[config.mk]
export PLATFORM = sky130hd
export DESIGN_NAME = stream_fb_writer_flat
export DESIGN_NICKNAME = d
export VERILOG_FILES = /design/src/rtl/stream_fb_writer_if.sv /design/src/rtl/stream_fb_writer.sv /design/src/flat_wrapper.sv
export SDC_FILE = /design/constraint.sdc
export NUM_CORES = 1
export LEC_CHECK = 0
export BUFFER_PORTS_ARGS = -buffer_cell sky130_fd_sc_hd__buf_2
export CORE_MARGIN = 3
export CORE_UTILIZATION = 54
export DETAILED_ROUTE_END_ITERATION = 7
export PLACE_DENSITY_LB_ADDON = 0.2
export REMOVE_ABC_BUFFERS = 1
export SYNTH_ARGS = -nofsm -noshare
export SYNTH_HDL_FRONTEND = slang
export SYNTH_SLANG_ARGS = --single-unit
[constraint.sdc]
create_clock -name clk25 -period 3.3 [get_ports clk25]
set_input_delay 0.495 -clock clk25 [delete_from_list [all_inputs] [get_ports clk25]]
set_output_delay 0.495 -clock clk25 [all_outputs]
set_load 0.05 [all_outputs]
[src/rtl/stream_fb_writer_if.sv]
// Pixel stream in, frame-buffer write port out, bundled for the frame-buffer writer.
// master drives the stream and observes writes; slave is the writer itself.
interface stream_fb_writer_if #(
  parameter int ADDR_W = 17
);
  logic [31:0]       tdata;
  logic              tvalid;
  logic              fsync;
  logic              tlast;
  logic              wr_en;
  logic [ADDR_W-1:0] wr_addr;
  logic [15:0]       wr_data;

  modport master (
    output tdata, tvalid, fsync, tlast,
    input  wr_en, wr_addr, wr_data
  );

  modport slave (
    input  tdata, tvalid, fsync, tlast,
    output wr_en, wr_addr, wr_data
  );
endinterface

[src/rtl/stream_fb_writer.sv]
// Captures one source frame per fsync into the RGB444 frame buffer, with optional 2x2 decimation.
// Tracks beat/line position, realigns each line to its own base address and flags malformed lines/frames.
module stream_fb_writer #(
  parameter int H_SRC    = 640,
  parameter int V_SRC    = 480,
  parameter int DECIMATE = 1,
  parameter int ADDR_W   = 17
) (
  input  logic                clk25,
  input  logic                resetn,
  stream_fb_writer_if.slave   bus,
  output logic                busy,
  output logic                frame_done,
  output logic                line_err,
  output logic                frame_err,
  output logic [7:0]          frame_count
);

  typedef enum logic {IDLE, ACTIVE} state_t;

  localparam logic [9:0]        H_LIM     = 10'(H_SRC);
  localparam logic [9:0]        H_LAST    = 10'(H_SRC - 1);
  localparam logic [9:0]        V_LAST    = 10'(V_SRC - 1);
  localparam logic [ADDR_W-1:0] LINE_STEP = ADDR_W'(H_SRC >> DECIMATE);
  localparam bit                DEC_ON    = (DECIMATE != 0);

  state_t            state;
  logic [9:0]        x, y;
  logic [ADDR_W-1:0] line_base;

  logic              final_beat, restart, beat, keep;
  logic [9:0]        xe, ye;
  logic [ADDR_W-1:0] be;
  logic              unused_tdata;

  assign unused_tdata = ^{bus.tdata[31:24], bus.tdata[19:16], bus.tdata[11:8], bus.tdata[3:0]};
  assign busy = (state == ACTIVE);

  // A restart presents the coincident beat as pixel (0,0) of the new frame,
  // except when the same beat closes the previous frame.
  always_comb begin
    final_beat = (state == ACTIVE) & bus.tvalid & bus.tlast & (y == V_LAST);
    restart    = bus.fsync & ~final_beat;
    xe         = restart ? 10'd0 : x;
    ye         = restart ? 10'd0 : y;
    be         = restart ? '0 : line_base;
    beat       = bus.tvalid & (restart | (state == ACTIVE));
    keep       = beat & (xe < H_LIM) & (~DEC_ON | (~xe[0] & ~ye[0]));
  end

  always_ff @(posedge clk25 or negedge resetn) begin
    if (!resetn) begin
      state       <= IDLE;
      x           <= '0;
      y           <= '0;
      line_base   <= '0;
      bus.wr_en   <= 1'b0;
      bus.wr_addr <= '0;
      bus.wr_data <= '0;
      frame_done  <= 1'b0;
      line_err    <= 1'b0;
      frame_err   <= 1'b0;
      frame_count <= '0;
    end else begin
      bus.wr_en  <= keep;
      frame_done <= 1'b0;
      line_err   <= 1'b0;
      frame_err  <= 1'b0;
      if (keep) begin
        bus.wr_addr <= be + ADDR_W'(xe >> DECIMATE);
        bus.wr_data <= {4'b0, bus.tdata[23:20], bus.tdata[15:12], bus.tdata[7:4]};
      end

      if (restart) begin
        frame_err <= (state == ACTIVE);
        state     <= ACTIVE;
        x         <= (bus.tvalid && H_SRC > 0) ? 10'd1 : 10'd0;
        y         <= '0;
        line_base <= '0;
      end else if (beat) begin
        if (bus.tlast) begin
          line_err <= (x != H_LAST);
          x        <= '0;
          y        <= y + 10'd1;
          if (!DEC_ON || !y[0])
            line_base <= line_base + LINE_STEP;
          if (final_beat) begin
            frame_done  <= 1'b1;
            frame_count <= frame_count + 8'd1;
            if (bus.fsync) begin
              y         <= '0;
              line_base <= '0;
            end else begin
              state <= IDLE;
            end
          end
        end else if (x < H_LIM) begin
          x <= x + 10'd1;
        end
      end
    end
  end

endmodule

[src/flat_wrapper.sv]
// flat-port wrapper written by rule: the top's interface ports become plain ports
module stream_fb_writer_flat 
#(
  parameter int H_SRC    = 640,
  parameter int V_SRC    = 480,
  parameter int DECIMATE = 1,
  parameter int ADDR_W   = 17
)
  (clk25, resetn, busy, frame_done, line_err, frame_err, frame_count, bus_tdata, bus_tvalid, bus_fsync, bus_tlast, bus_wr_en, bus_wr_addr, bus_wr_data);
  stream_fb_writer_if #(.ADDR_W(ADDR_W)) bus_i ();
  input  logic clk25;
  input  logic resetn;
  output logic busy;
  output logic frame_done;
  output logic line_err;
  output logic frame_err;
  output logic [7:0] frame_count;
  input wire logic [$bits(bus_i.tdata)-1:0] bus_tdata;
  input wire logic [$bits(bus_i.tvalid)-1:0] bus_tvalid;
  input wire logic [$bits(bus_i.fsync)-1:0] bus_fsync;
  input wire logic [$bits(bus_i.tlast)-1:0] bus_tlast;
  output wire logic [$bits(bus_i.wr_en)-1:0] bus_wr_en;
  output wire logic [$bits(bus_i.wr_addr)-1:0] bus_wr_addr;
  output wire logic [$bits(bus_i.wr_data)-1:0] bus_wr_data;
  assign bus_i.tdata = bus_tdata;
  assign bus_i.tvalid = bus_tvalid;
  assign bus_i.fsync = bus_fsync;
  assign bus_i.tlast = bus_tlast;
  assign bus_wr_en = bus_i.wr_en;
  assign bus_wr_addr = bus_i.wr_addr;
  assign bus_wr_data = bus_i.wr_data;
  stream_fb_writer #(.H_SRC(H_SRC), .V_SRC(V_SRC), .DECIMATE(DECIMATE), .ADDR_W(ADDR_W)) u_core (.clk25(clk25), .resetn(resetn), .bus(bus_i), .busy(busy), .frame_done(frame_done), .line_err(line_err), .frame_err(frame_err), .frame_count(frame_count));
endmodule
=== Yosys cells after proc, flatten, opt, wreduce, memory -nomap -nowiden ===
Index checks and enable logic that the tools add are counted.

* Mux-type cells: 32
* $lt $le $gt $ge: 2
* Equality and inequality tests: 3
* Reductions and logical operators: 8
* Bitwise logic cells: 13
* Add/subtract/negate cells: 5

{| class="wikitable"
|+ Operators with widths
! cell !! count
|-
| 2-to-1 mux 17 bit || 7
|-
| 2-to-1 mux 10 bit || 10
|-
| adder 10 x 1 -> 10 bit, second input constant || 2
|-
| < comparator 10 bit, second input constant || 2
|-
| adder 17 x 9 -> 17 bit || 1
|-
| adder 17 x 9 -> 17 bit, second input constant || 1
|-
| 2-to-1 mux 1 bit || 15
|-
| equality test 10 x 9 -> 1 bit, second input constant || 1
|-
| inequality test 10 bit, second input constant || 1
|-
| adder 8 x 1 -> 8 bit, second input constant || 1
|-
| AND 1 bit || 8
|-
| AND reduction 4 bit || 2
|-
| nonzero test 2 bit || 3
|-
| NOT 1 bit || 4
|-
| AND reduction 2 bit || 2
|-
| nonzero test 3 bit || 1
|-
| inequality test 2 x 1 -> 1 bit, second input constant || 1
|-
| OR 1 bit || 1
|}

* Bits in registers: 79

=== Logic depth before layout (Yosys ltp) ===
* Word-level depth: 9
* Mapped depth: 13

=== Worst setup path after synthesis ===
No wires, ideal clock.

* Path type: register to register
* Start point: register u_core.state, in the netlist u_core.busy
* End point: register u_core.bus.wr_addr[14]
* Required time: 3172 ps
* Slack: 131 ps
* Stages on the path, launching flop included: 12
* Clock period less this slack: 3169 ps
* Arrival time: 3042 ps
* Cell sequence: dfrtp_1 -> and2_2 -> nand3_1 -> ha_1 -> buf_2 -> buf_1 -> nor2b_1 -> ha_1 -> a211o_1 -> o221ai_2 -> mux2i_1 -> nand3_1

* Word-level cells in the longest chain between the ends: 9
* Elaborated cells between the ends (all ways): 17
* Those cells by class: add/sub (1); order compare (1); mux (3); bitwise (12)

{| class="wikitable"
|+ Ends and longest elaborated chain
! element !! RTL line !! source
|-
| start: declaration || stream_fb_writer.sv:27 || <nowiki>state_t state;</nowiki>
|-
| start signal: assignment || stream_fb_writer.sv:53 || <nowiki>state <= IDLE;</nowiki>
|-
| start signal: assignment || stream_fb_writer.sv:76 || <nowiki>state <= ACTIVE;</nowiki>
|-
| start signal: assignment || stream_fb_writer.sv:94 || <nowiki>state <= IDLE;</nowiki>
|-
| AND 1 bit * (3 in series) || stream_fb_writer.sv:42 || <nowiki>final_beat = (state == ACTIVE) & bus.tvalid & bus.tlast & (y == V_LAST);</nowiki>
|-
| NOT 1 bit * || stream_fb_writer.sv:43 || <nowiki>restart = bus.fsync & ~final_beat;</nowiki>
|-
| AND 1 bit * || stream_fb_writer.sv:43 ||
|-
| net u_core.restart || stream_fb_writer.sv:31 || <nowiki>logic final_beat, restart, beat, keep;</nowiki>
|-
| 2-to-1 mux 10 bit (tied with other cells) || stream_fb_writer.sv:44 || <nowiki>xe = restart ? 10'd0 : x;</nowiki>
|-
| < comparator 10 bit (tied with other cells) || stream_fb_writer.sv:48 || <nowiki>keep = beat & (xe < H_LIM) & (~DEC_ON | (~xe[0] & ~ye[0]));</nowiki>
|-
| AND 1 bit (2 in series) || stream_fb_writer.sv:48 ||
|-
| end signal: assignment || stream_fb_writer.sv:70 || <nowiki>bus.wr_addr <= be + ADDR_W'(xe >> DECIMATE);</nowiki>
|-
| end: declaration || stream_fb_writer_if.sv:21 || <nowiki>output wr_en, wr_addr, wr_data</nowiki>
|}

The timed path passes the listed nets; every way through them passes the cells marked *.
A chain may end at the register's enable or synchronous reset.

=== Worst setup path in the final report ===
* Start point: register u_core.y[1]
* End point: register u_core.bus.wr_addr[14]

* Word-level cells in the longest chain between the ends: 8
* Elaborated cells between the ends (all ways): 16
* Those cells by class: add/sub (1); order compare (1); eq/ne (1); mux (3); bitwise (10)

{| class="wikitable"
|+ Ends and longest elaborated chain
! element !! RTL line !! source
|-
| start: declaration || stream_fb_writer.sv:28 || <nowiki>logic [9:0] x, y;</nowiki>
|-
| start signal: assignment || stream_fb_writer.sv:84 || <nowiki>y <= y + 10'd1;</nowiki>
|-
| equality test 10 x 9 -> 1 bit * || stream_fb_writer.sv:42 ||
|-
| AND 1 bit * || stream_fb_writer.sv:42 ||
|-
| NOT 1 bit * || stream_fb_writer.sv:43 ||
|-
| AND 1 bit * || stream_fb_writer.sv:43 ||
|-
| net u_core.restart || stream_fb_writer.sv:31 ||
|-
| 2-to-1 mux 10 bit (tied with other cells) || stream_fb_writer.sv:44 ||
|-
| < comparator 10 bit (tied with other cells) || stream_fb_writer.sv:48 ||
|-
| AND 1 bit (2 in series) || stream_fb_writer.sv:48 ||
|}

Marks and branches as above.

==> results by group <==
Yosys
  • Post-Syn Area: 3760 µm²
  • Top cell type's share of synthesized area: 48.5%
  • Register area share after synthesis: 48.5%
  • Top_reg_cell synth: dfrtp_1
  • Synth warn: 0
  • Mean post-synth cell area: ~9.7 µm²
  • Top cells by area, synth: dfrtp_1 49%, nand2_1 7.2%, xnor2_1 4.0%
  • Flops & latches, synth: 73
  • Fraction of registers with async set/reset: 100%
  • Post-Syn Instances: 389
  • Post-synth EDFFs: 0
  • Top cells by count, synth: 73 x dfrtp_1, 72 x nand2_1, 27 x nor2_1
  • Most frequent cell after synthesis: dfrtp_1
  • Synth unique cells: 64
  • Yosys top cell by area: dfrtp_1

Drt
  • DRC: 0
  • Via count: 2979
  • DR vias/cell: between 5 and 6
  • DRT Pass-1 Iters: 4
  • Avg WL per Cell: 14.1 µm
  • Initial drt markers: 161
  • Post-Route WL: roughly 7700 µm
  • Final ANT Viol Nets: 0

Power and ir drop
  • VDD IR max: 0.307 mV
  • Pwr dens: 510 nW/µm²
  • Power after layout: around 0.0022 W
  • Lkg Pwr: 2.15 nW

Floorplan
  • DIE AREA: 8010 µm²
  • Die Height: 89.5 µm
  • Boundary Pins: between 80 and 90
  • Initial Util: 57.3%
  • Die width: 89.5 µm
  • Core area: 6570 µm²
  • Site Rows: 29

Layout
  • Fillers: between 500 and 600
  • Layout overhead on the synthesized area: 16.5%
  • ANT cells: 0
  • Multi-input logic area: around 1800 µm²
  • Layout cell share with drive strength beyond 1: 23.1%
  • Final nets: 497
  • Sequential Area: around 1800 µm²
  • Fin area: 4380 µm²

Setup path
  • Setup crit end kind: register
  • Req. time, crit path: 3.53 ns
  • Arrival time worst endpoint: about 3.2 ns
  • Critical path class: register to register
  • R2R Setup Slk: 0.31 ns
  • Startpoint types: register
  • Worst-path maximum fanout: 9

Clock tree
  • Sink Count: 73
  • CTS hold repair buffers: 0
  • Clock Root Buffer: clkbuf_8
  • Worst-path clk slew: 0.08 ns
  • # H-tree levels: 3
  • CTS Buf Count: 9
  • Later-pin clock latency in the skew report: 0.34 ns
  • Clock Tree Buf Depth: 2
  • TritonCTS clock tree: done

STA
  • Setup TNS: 0 ns
  • Final hold violations: 0
  • Setup violators final: 0
  • Tightest Pin Transition: around 0.90 ns
  • Crit share post-route: 90.7%
  • Slew Viols, Final: 0
  • RSZ-0062 raised after global routing: no
  • FMAX: ~0.33 GHz
  • Skew final: about 0.0074 ns
  • Fin crit period: 2.99 ns
  • Post-route worst setup slack: 0.307 ns
  • Relative slew slack: between 40% and 50%

Outcome
  • Status: finished, final reports clean

Global routing
  • Initial antenna violation count: 0
  • Total grt overflow: 0
  • Tot GR Track Use: ~21%
  • Largest net degree at the start of global routing: 74
  • Vias in the first global route: 2866
  • First-pass GRT wire length: 13200 µm

Place
  • PortBufs: 58
  • HPWL Detailed: between 5000 and 6000 µm
  • DP Area: around 4100 µm²
  • Post-Place Setup Slack: ~0.25 ns
  • GPL Wtd Cong: 0.841

Hold path
  • Hold crit path type: primary input to register

Flow run
  • Max-capacitance violation count: 0
-- worst paths after layout --
path,startpoint,to,depth (start not counted)
worst min-delay path,bus_tdata[4],u_core.bus.wr_data[0]$_DFFE_PN0P_,3
worst min register to register,u_core.bus.wr_data[4]$_DFFE_PN0P_,u_core.bus.wr_data[4]$_DFFE_PN0P_,2
min in group asynchronous,resetn,u_core.bus.wr_data[6]$_DFFE_PN0P_,2
max in group asynchronous,resetn,u_core.x[9]$_DFFE_PN0P_,2
worst max-delay path,u_core.y[1]$_DFFE_PN0P_,u_core.bus.wr_addr[14]$_DFFE_PN0P_,10
worst max register to register,u_core.y[1]$_DFFE_PN0P_,u_core.bus.wr_addr[14]$_DFFE_PN0P_,10
-- sequential cells by signal (all words and copies together) (netlist names) --
name and flops:
u_core.bus.wr_addr 17, u_core.bus.wr_data 12, u_core.line_base 11, u_core.x 10, u_core.y 10, u_core.frame_count 8
u_core.bus.wr_en 1, u_core.busy 1, u_core.frame_done 1, u_core.frame_err 1, u_core.line_err 1
-- per-stage QoR --
stage	hold slack (ns)	instances	util, %
after floorplan	0.199	373	-
after global placement	0.444	532	63.1
after detailed placement	0.451	532	63.1
after CTS	0.332	547	66.6
after global routing	0.346	548	66.8
final	0.347	548	66.8
-- layout make-up --
cell class | instances | share of cell area [%]
multi-input cells | 295 | 41.8
flip-flops and latches | 73 | 41.7
repair buffers | 67 | 8.16
clock buffers | 9 | 2.83
well taps | 93 | 2.65
clock inverters | 6 | 2.45
inverters | 5 | 0.428
-- where the power goes --
part / internal [W] / total (W) / leakage (nW) / switching, W
combinational: 0.0000985 / 0.000431 / 1.05 / 0.000332
clock: 0.000495 / 0.000820 / 0.115 / 0.000325
sequential: 0.000951 / 0.000985 / 0.980 / 0.0000344
-- layout by cell type (no fill, tap or decap), types with 9 or more instances in the layout --
cell      instances
a21oi_1          19
buf_2            58
buf_4             9
clkbuf_8          9
dfrtp_1          73
ha_1              9
nand2_1          72
nand3_1          12
nand4_1          13
nor2_1           27
nor2b_1          13
o21ai_0          19
xnor2_1          17
xor2_1           12
-- routing by layer --
layer	up-vias	track usage, %	part of all wire [%]
met1	1427	28.3	46
met2	60	35.8	48
met5	-	0	0
met3	7	4.70	4.3
li1	1485	-	-
met4	0	5.82	0.91
-- cells by family after synthesis --
logic type | share of synthesized area [%]
AO/OA/AOI/OAI | 12.0
adder cells (fa/ha/maj) | 2.99
buffers and inverters | 3.36
flip-flops | 48.5
XOR/XNOR | 6.75
AND/OR/NAND/NOR | 24.8
multiplexers | 1.40
other | 0.0996
-- worst max-delay path, stage by stage (launching register included) --
cell and delay (ns):
dfrtp_1 0.40, ha_1 0.27, nor4b_4 0.26, nand3_1 0.17, ha_1 0.33, nor2b_1 0.16, ha_1 0.29, a211o_1 0.35
o221ai_2 0.33, mux2i_1 0.24, nand3_1 0.09
-- timing repair --
item	in CTS	in global routing
setup buffers	0	1
setup endpoints to repair	0	3
gates resized for setup	0	0
Power figures use the tool's default switching activity.
